==> src/rtl/pwm_sine_multi.sv <==
// pwm_sine_multi: multi-channel DDS waveform generator with PWM outputs.
// Every channel has its own phase accumulator, frequency word, duty,
// waveform mode (off / sine / square / sawtooth) and enable. All channels
// share one free-running PWM period counter. The accumulator steps and the
// duty is reloaded once per period. A 3-byte command stream (header, data
// high byte, data low byte) from a UART byte interface writes the
// per-channel registers.
// Ports:
//   clk1        system clock
//   rst         asynchronous active-high reset
//   rx_valid    one-cycle strobe, rx_data is valid
//   rx_data     received byte
//   pwm_out     registered PWM output, one bit per channel
//   period_sync one-cycle pulse aligned with the last output clock of a period
//   cmd_done    one-cycle pulse when a command is committed
//   cmd_err     one-cycle pulse when a command is discarded (bad channel/timeout)
module pwm_sine_multi #(
  parameter int unsigned CHANNELS = 4,
  parameter int unsigned PWM_BITS = 8,
  parameter int unsigned ACC_BITS = 16,
  parameter int unsigned LUT_BITS = 6,
  parameter int unsigned TIMEOUT  = 65535
) (
  input  logic                clk1,
  input  logic                rst,
  input  logic                rx_valid,
  input  logic [7:0]          rx_data,
  output logic [CHANNELS-1:0] pwm_out,
  output logic                period_sync,
  output logic                cmd_done,
  output logic                cmd_err
);

  localparam int unsigned LUT_SIZE = 2 ** LUT_BITS;
  localparam int unsigned TW       = $clog2(TIMEOUT + 1);
  localparam real         PI       = 3.14159265358979323846;
  localparam real         AMP      = real'((1 << (PWM_BITS - 1)) - 1);
  localparam logic [PWM_BITS-1:0] HALF    = {1'b1, {(PWM_BITS-1){1'b0}}};
  localparam logic [PWM_BITS-1:0] HALF_M1 = {1'b0, {(PWM_BITS-1){1'b1}}};

  // Quarter-wave magnitude table, sampled at bin centres so the mirrored
  // quadrants never repeat the peak or zero sample.
  logic [PWM_BITS-1:0] mag_rom [LUT_SIZE];

  for (genvar k = 0; k < LUT_SIZE; k++) begin : g_rom
    localparam int MAG = $rtoi(AMP * $sin(PI / 2.0 * (real'(k) + 0.5) / real'(LUT_SIZE)) + 0.5);
    assign mag_rom[k] = MAG[PWM_BITS-1:0];
  end

  // Shared period counter
  logic [PWM_BITS-1:0] cnt;
  logic                wrap;

  assign wrap = (cnt == '1);

  always_ff @(posedge clk1 or posedge rst) begin
    if (rst) begin
      cnt         <= '0;
      period_sync <= 1'b0;
    end else begin
      cnt         <= cnt + 1'b1;
      period_sync <= wrap;
    end
  end

  // Command parser
  typedef enum logic [1:0] {IDLE, HI, LO} state_t;

  state_t          state;
  logic [1:0]      reg_sel;
  logic [4:0]      ch_sel;
  logic [7:0]      data_hi;
  logic [TW-1:0]   idle_cnt;
  logic            commit;
  logic            ch_ok;
  logic            wr_en;
  logic [15:0]     wr_data;

  always_comb begin
    commit  = (state == LO) && rx_valid;
    ch_ok   = ({1'b0, ch_sel} < 6'(CHANNELS));
    wr_en   = commit && ch_ok;
    wr_data = {data_hi, rx_data};
  end

  always_ff @(posedge clk1 or posedge rst) begin
    if (rst) begin
      state    <= IDLE;
      reg_sel  <= '0;
      ch_sel   <= '0;
      data_hi  <= '0;
      idle_cnt <= '0;
      cmd_done <= 1'b0;
      cmd_err  <= 1'b0;
    end else begin
      cmd_done <= wr_en;
      cmd_err  <= 1'b0;
      case (state)
        IDLE: begin
          idle_cnt <= '0;
          if (rx_valid && rx_data[7]) begin
            reg_sel <= rx_data[6:5];
            ch_sel  <= rx_data[4:0];
            state   <= HI;
          end
        end
        HI, LO: begin
          // Inside a command every byte is data, even one with bit 7 set.
          if (rx_valid) begin
            idle_cnt <= '0;
            if (state == HI) begin
              data_hi <= rx_data;
              state   <= LO;
            end else begin
              cmd_err <= !ch_ok;
              state   <= IDLE;
            end
          end else if (idle_cnt == TW'(TIMEOUT - 1)) begin
            cmd_err  <= 1'b1;
            idle_cnt <= '0;
            state    <= IDLE;
          end else begin
            idle_cnt <= idle_cnt + 1'b1;
          end
        end
        default: state <= IDLE;
      endcase
    end
  end

  // Per-channel datapath
  for (genvar c = 0; c < CHANNELS; c++) begin : g_ch
    logic [ACC_BITS-1:0]   acc;
    logic [ACC_BITS-1:0]   freq;
    logic [PWM_BITS-1:0]   duty;
    logic [PWM_BITS-1:0]   wave;
    logic [PWM_BITS-1:0]   mag;
    logic [LUT_BITS+1:0]   p;
    logic [LUT_BITS-1:0]   idx;
    logic [1:0]            mode;
    logic                  enable;
    logic                  sel;
    logic                  pwm_q;

    assign sel        = wr_en && (ch_sel == 5'(c));
    assign pwm_out[c] = pwm_q;

    always_comb begin
      p    = acc[ACC_BITS-1 -: LUT_BITS+2];
      idx  = p[LUT_BITS] ? ~p[LUT_BITS-1:0] : p[LUT_BITS-1:0];
      mag  = mag_rom[idx];
      wave = '0;
      case (mode)
        2'b01:   wave = p[LUT_BITS+1] ? (HALF_M1 - mag) : (HALF + mag);
        2'b10:   wave = acc[ACC_BITS-1] ? '0 : '1;
        2'b11:   wave = acc[ACC_BITS-1 -: PWM_BITS];
        default: wave = '0;
      endcase
    end

    always_ff @(posedge clk1 or posedge rst) begin
      if (rst) begin
        acc    <= '0;
        freq   <= '0;
        duty   <= '0;
        mode   <= '0;
        enable <= 1'b0;
        pwm_q  <= 1'b0;
      end else begin
        if (wrap) begin
          duty <= wave;
          acc  <= acc + freq;
        end
        // A phase write issued on a wrap overrides the accumulator step
        // because it is the later assignment; duty still used the old acc.
        if (sel) begin
          case (reg_sel)
            2'b00: freq   <= wr_data[ACC_BITS-1:0];
            2'b01: mode   <= wr_data[1:0];
            2'b10: acc    <= wr_data[15 -: ACC_BITS];
            2'b11: enable <= wr_data[0];
            default: ;
          endcase
        end
        pwm_q <= enable & (cnt < duty);
      end
    end
  end

endmodule

==> config.mk <==
export PLATFORM = sky130hd
export DESIGN_NAME = pwm_sine_multi
export DESIGN_NICKNAME = d
export VERILOG_FILES = /design/src/rtl/pwm_sine_multi.sv
export SDC_FILE = /design/constraint.sdc
export NUM_CORES = 1
export LEC_CHECK = 0
export CAP_MARGIN = 20
export CORE_AREA = 2 2 184 186
export CTS_BUF_LIST = sky130_fd_sc_hd__clkbuf_16
export DETAILED_ROUTE_END_ITERATION = 8
export DIE_AREA = 0 0 186 188
export PLACE_DENSITY = 0.71
export SYNTH_ARGS = -nofsm -noshare
export SYNTH_HDL_FRONTEND = slang
export SYNTH_SLANG_ARGS = --single-unit
==> constraint.sdc <==
create_clock -name clk1 -period 10.9 [get_ports clk1]
set_input_delay 3.27 -clock clk1 [delete_from_list [all_inputs] [get_ports clk1]]
set_output_delay 3.27 -clock clk1 [all_outputs]
set_load 0.005 [all_outputs]
== Word-level counts from Yosys, hierarchy flattened ==
Memories as Yosys holds them, arrays and structs flattened.
Cells that the tools add are included.

* Flip-flop bits (word level): 220
* ROM bits: 2048
* Input bits: 11
* Output and inout port bits: 7
* Word-level logic and storage cells: 172
* Memories kept: 4

{| class="wikitable"
|+ Memories
! memory !! words !! bits a word !! read ports !! clocked after Yosys merged registers in !! wr ports !! RTL line !! text
|-
| (no name shown) || 64 || 8 || 1 || 0 || 0 || 151 || <nowiki>mag = mag_rom[idx];</nowiki>
|-
| (no name shown) || 64 || 8 || 1 || 0 || 0 || 151 ||
|-
| (no name shown) || 64 || 8 || 1 || 0 || 0 || 151 ||
|-
| (no name shown) || 64 || 8 || 1 || 0 || 0 || 151 ||
|}

* Add/sub/neg operators: 14
* $lt $le $gt $ge: 9
* Equal/unequal tests: 24
* Multiplexer cells: 48
* Bitwise gates (word level): 12
* Reduce and logical (&&, ||, !) cells: 28

{| class="wikitable"
|+ Operators with widths
! operator !! number
|-
| 2-to-1 mux 16 bit || 14
|-
| 2-to-1 mux 8 bit || 16
|-
| one-hot mux 8 bit (3 select lines) || 4
|-
| adder 16 bit || 4
|-
| adder 8 bit, first input constant || 4
|-
| < comparator 8 bit || 4
|-
| one-hot mux 16 bit (2 select lines) || 1
|-
| subtractor 7 x 8 -> 8 bit, first input constant || 4
|-
| >= comparator 7 bit, second input constant || 4
|-
| NOT 6 -> 7 bit || 4
|-
| AND reduction 2 bit || 14
|-
| 2-to-1 mux 6 bit || 4
|-
| NOT 6 bit || 4
|-
| equality test 2 bit, second input constant || 11
|-
| adder 16 x 1 -> 16 bit, second input constant || 1
|-
| equality test 16 bit, second input constant || 1
|-
| equality test 2 x 1 -> 1 bit, second input constant || 6
|-
| equality test 5 x 2 -> 1 bit, second input constant || 2
|-
| adder 8 x 1 -> 8 bit, second input constant || 1
|-
| equality test 8 bit, second input constant || 1
|-
| 2-to-1 mux 2 bit || 4
|-
| logical AND 1 bit || 7
|-
| equality test 5 x 1 -> 1 bit, second input constant || 1
|-
| logical NOT 5 bit || 1
|-
| other kinds (11) || 18
|}

== Logic depth before layout (Yosys ltp) ==
* Word-level depth: 9
* Mapped depth: 14
* Depth with buffers taken out: 11

== Least setup slack after synthesis ==
No wires, ideal clock.

* Kind: input-to-reg
* Start: input port rx_valid
* End: register g_ch[3].freq[0]
* Setup time: 0.125 ns
* Arrival: 4.605 ns
* Required time: 10.775 ns
* Setup slack: 6.170 ns
* Stages: 6
* Buffers on the path: 1
* Cell sequence: nand2_1 -> and2b_1 -> nand3_1 -> nor3_4 -> buf_4 -> mux2_2

* Longest elaborated chain between the ends: 4

{| class="wikitable"
|+ RTL lines
! element !! RTL line !! text
|-
| from (decl) || 26 || <nowiki>input logic rx_valid,</nowiki>
|-
| logical AND 1 bit || 80 || <nowiki>commit = (state == LO) && rx_valid;</nowiki>
|-
| logical AND 1 bit || 82 || <nowiki>wr_en = commit && ch_ok;</nowiki>
|-
| named net wr_en || 76 || <nowiki>logic wr_en;</nowiki>
|-
| logical AND 1 bit || 145 || <nowiki>assign sel = wr_en && (ch_sel == 5'(c));</nowiki>
|-
| AND reduction 2 bit (no source line) || - ||
|-
| to (signal assigned) || 178 || <nowiki>2'b00: freq <= wr_data[ACC_BITS-1:0];</nowiki>
|-
| to (decl) || 134 || <nowiki>logic [ACC_BITS-1:0] freq;</nowiki>
|}

The timed path passes the listed nets, and every way through them passes these cells.
A chain may end at the register's enable or synchronous reset.

== Worst setup path in the final report ==
* Start: input port rx_valid
* End: register g_ch[0].acc[11]

* Longest elaborated chain between the ends: 4

{| class="wikitable"
|+ RTL lines
! element !! RTL line !! text
|-
| logical AND 1 bit || 80 ||
|-
| logical AND 1 bit || 82 ||
|-
| named net wr_en || 76 ||
|-
| logical AND 1 bit || 145 ||
|-
| 2-to-1 mux 16 bit || 176 || <nowiki>if (sel) begin</nowiki>
|-
| to (signal assigned) || 172 || <nowiki>acc <= acc + freq;</nowiki>
|-
| to (signal assigned) || 180 || <nowiki>2'b10: acc <= wr_data[15 -: ACC_BITS];</nowiki>
|-
| to (decl) || 133 || <nowiki>logic [ACC_BITS-1:0] acc;</nowiki>
|}

The timed path passes the listed nets, and every way through them passes these cells.

==> metrics.cfg <==
[status]
outcome=finished, final reports clean

[final_layout]
final_util_pct=57.0
stdcell_count=2490
layout.nets=2163
regArea_um2=5510
fin_area_um2=18900
layout-drive-gt1-share_pct=8.81
multi_input_area_um2=11400
syn_to_final_growth_pct=5.08
antennaDiodeCount=0
fillerInstances=2969

[power]
irDropWorstVdd_mv=0.157
power-per-cell-area_nw_per_um2=137
power.total_mw=2.59
leakage_nw=8.11

[timing]
setup_violations=0
min_period_ps=5360
fin_crit_sh_pct=49.1
skew_ps=19.1
maxSlewViolCount=0
final_hold_viol_count=0
fin_ws_ps=5540
timing.slew.headroom_pct=33.1
tns_ps=0
hold_slack_ps=490
rsz0062_at_grt=no
max_freq_mhz=187
worst_pin_slew_ps=1000

[routing]
drt.antenna.violating_nets=0
avgRoutedWirePerCell_um=18.7
drc=0
drt_iter0_markers=1283
vias=15700
firstDrtPassIters=8
finalWirelength_mm=46.7
vias_per_cell=6.29

[critical_path]
startpoint_type=primary input
end_kind=register
path_class=primary input to register
crit_arrival_ps=5780
critPathMaxFanout=17
worstPathRequired_ps=11320

[synth]
synth_common_cells=dfrtp_1, nand2_1, a21oi_1
synth_top_cell_by_area=dfrtp_1
ys_ff_latch=220
syn_nets=2253
syn_area_um2=18000
synth.most_common_cell=dfrtp_1
ys_seq_area_share_pct=30.6
synth_flop_cell=dfrtp_1
synth_area_per_cell_um2=8.49
synth-edff-count=0
yosys-top-cells-area=dfrtp_1, ha_1, mux2_2
async_flop_share_pct=100
synthDistinctLibCells=97
netlist_instances=2116
synth.top_cell.area_share_pct=30.6
ys.warnings.count=0

[clocking]
postCtsSetupBuffers=0
cts_tree=yes
clk_path_buf_depth=3
h-tree-depth=1
postCtsResizedCells=0
cts_hold_buffers=0
path_clk_slew_ps=60
cts_sinks=220
numCtsBuffers=24
clockRootBuffer=clkbuf_16
clk_latency_ps=540

[placement]
dp_cells=2447
gp_congestion=0.893
io_buffers=17
post_dp_cell_area_um2=18100
dp_slack_ps=5040
place_hpwl_mm=31.9

[worst_hold_path]
hold_path.class=register to register

[grt]
grt_pass1_vias=15100
antenna_found_initial=0
grt.overflow.total=0
grt_usage_pct=26.7
grt_start_max_net_pins=143
grt_first_pass_wirelength_mm=76.7

[floorplan]
dieArea_um2=35000
num_rows=67
core_um2=33100
start_util_pct=54.3
die_w_um=186
top_level_ports=18
dieHeight_um=188

[run]
cap_violations=0

==> critical path, stage by stage <==
cell and delay, ps:
clkdlybuf4s50_1 600, nand2_1 150, and2b_1 320, nand2b_1 110
nor3_2 740, nor2_1 230, a221o_1 350
==> routing by layer <==
metal,GRT usage [%],vias to the layer above,wire length (µm)
li1,-,7488,-
met1,37.4,7589,20900
met5,0,-,0
met4,8.03,0,1220
met2,43.0,510,21700
met3,3.67,83,2760
==> kinds of logic after synthesis <==
group,Yosys count,share of synthesized area [%]
DFF,220,30.6
and+or+nand+nor,640,17.5
xor gates and xnor gates,110,5.36
AOI/OAI and AO/OA,651,23.7
adders and majority gates,126,8.94
buffers and inverters,242,5.87
muxes,127,7.93
==> worst paths after layout <==
path	from	endpoint	slack, ps	depth (start not counted)
setup / recovery	rx_valid	g_ch[0].acc[11]$_DFF_PP0_	5540	7
min in group asynchronous	rst	g_ch[0].acc[8]$_DFF_PP0_	3330	2
hold / removal	g_ch[3].duty[7]$_DFFE_PP0P_	g_ch[3].duty[7]$_DFFE_PP0P_	490	2
setup reg to reg	cnt[1]$_DFF_PP0_	g_ch[1].acc[15]$_DFF_PP0_	7180	10
max in group asynchronous	rst	g_ch[3].duty[3]$_DFFE_PP0P_	6410	4
hold reg to reg	g_ch[3].duty[7]$_DFFE_PP0P_	g_ch[3].duty[7]$_DFFE_PP0P_	490	2
==> cell type report <==
| class | count | share of cell area (%) |
|---|---|---|
| multi-input cells | 1654 | 60.5 |
| flip-flops and latches | 220 | 29.2 |
| clock buffers | 24 | 3.18 |
| well taps | 448 | 2.97 |
| inverters | 90 | 1.83 |
| repair buffers | 36 | 1.78 |
| clock inverters | 18 | 0.596 |
==> cells in the final DEF, fill, tap and decap left out, drive strengths merged, types with 48 or more instances in the layout <==
cell | netlist | routed
o21ai | 136 | 136
nand3 | 58 | 58
xnor2 | 62 | 62
nor3 | 49 | 49
xor2 | 48 | 48
dfrtp | 220 | 220
nor2 | 157 | 157
a31oi | 50 | 50
ha | 122 | 122
nand2 | 175 | 175
a21oi | 164 | 164
a21o | 56 | 56
mux2 | 83 | 83
inv | 89 | 98
==> sequential cells by signal, indices dropped and copies added (netlist names) <==
register / count
cnt: 8
state: 2
idle_cnt: 16
reg_sel: 2
g_ch.duty: 32
cmd_done: 1
g_ch.enable: 4
g_ch.acc: 64
ch_sel: 5
g_ch.mode: 8
period_sync: 1
g_ch.freq: 64
data_hi: 8
g_ch.pwm_q: 4
cmd_err: 1
==> power breakdown <==
part	switching, mW	internal (mW)	leakage, nW
registers	0.164	0.883	2.74
clock network	0.333	0.421	0.379
logic	0.436	0.351	4.99
Power figures use the tool's default switching activity.
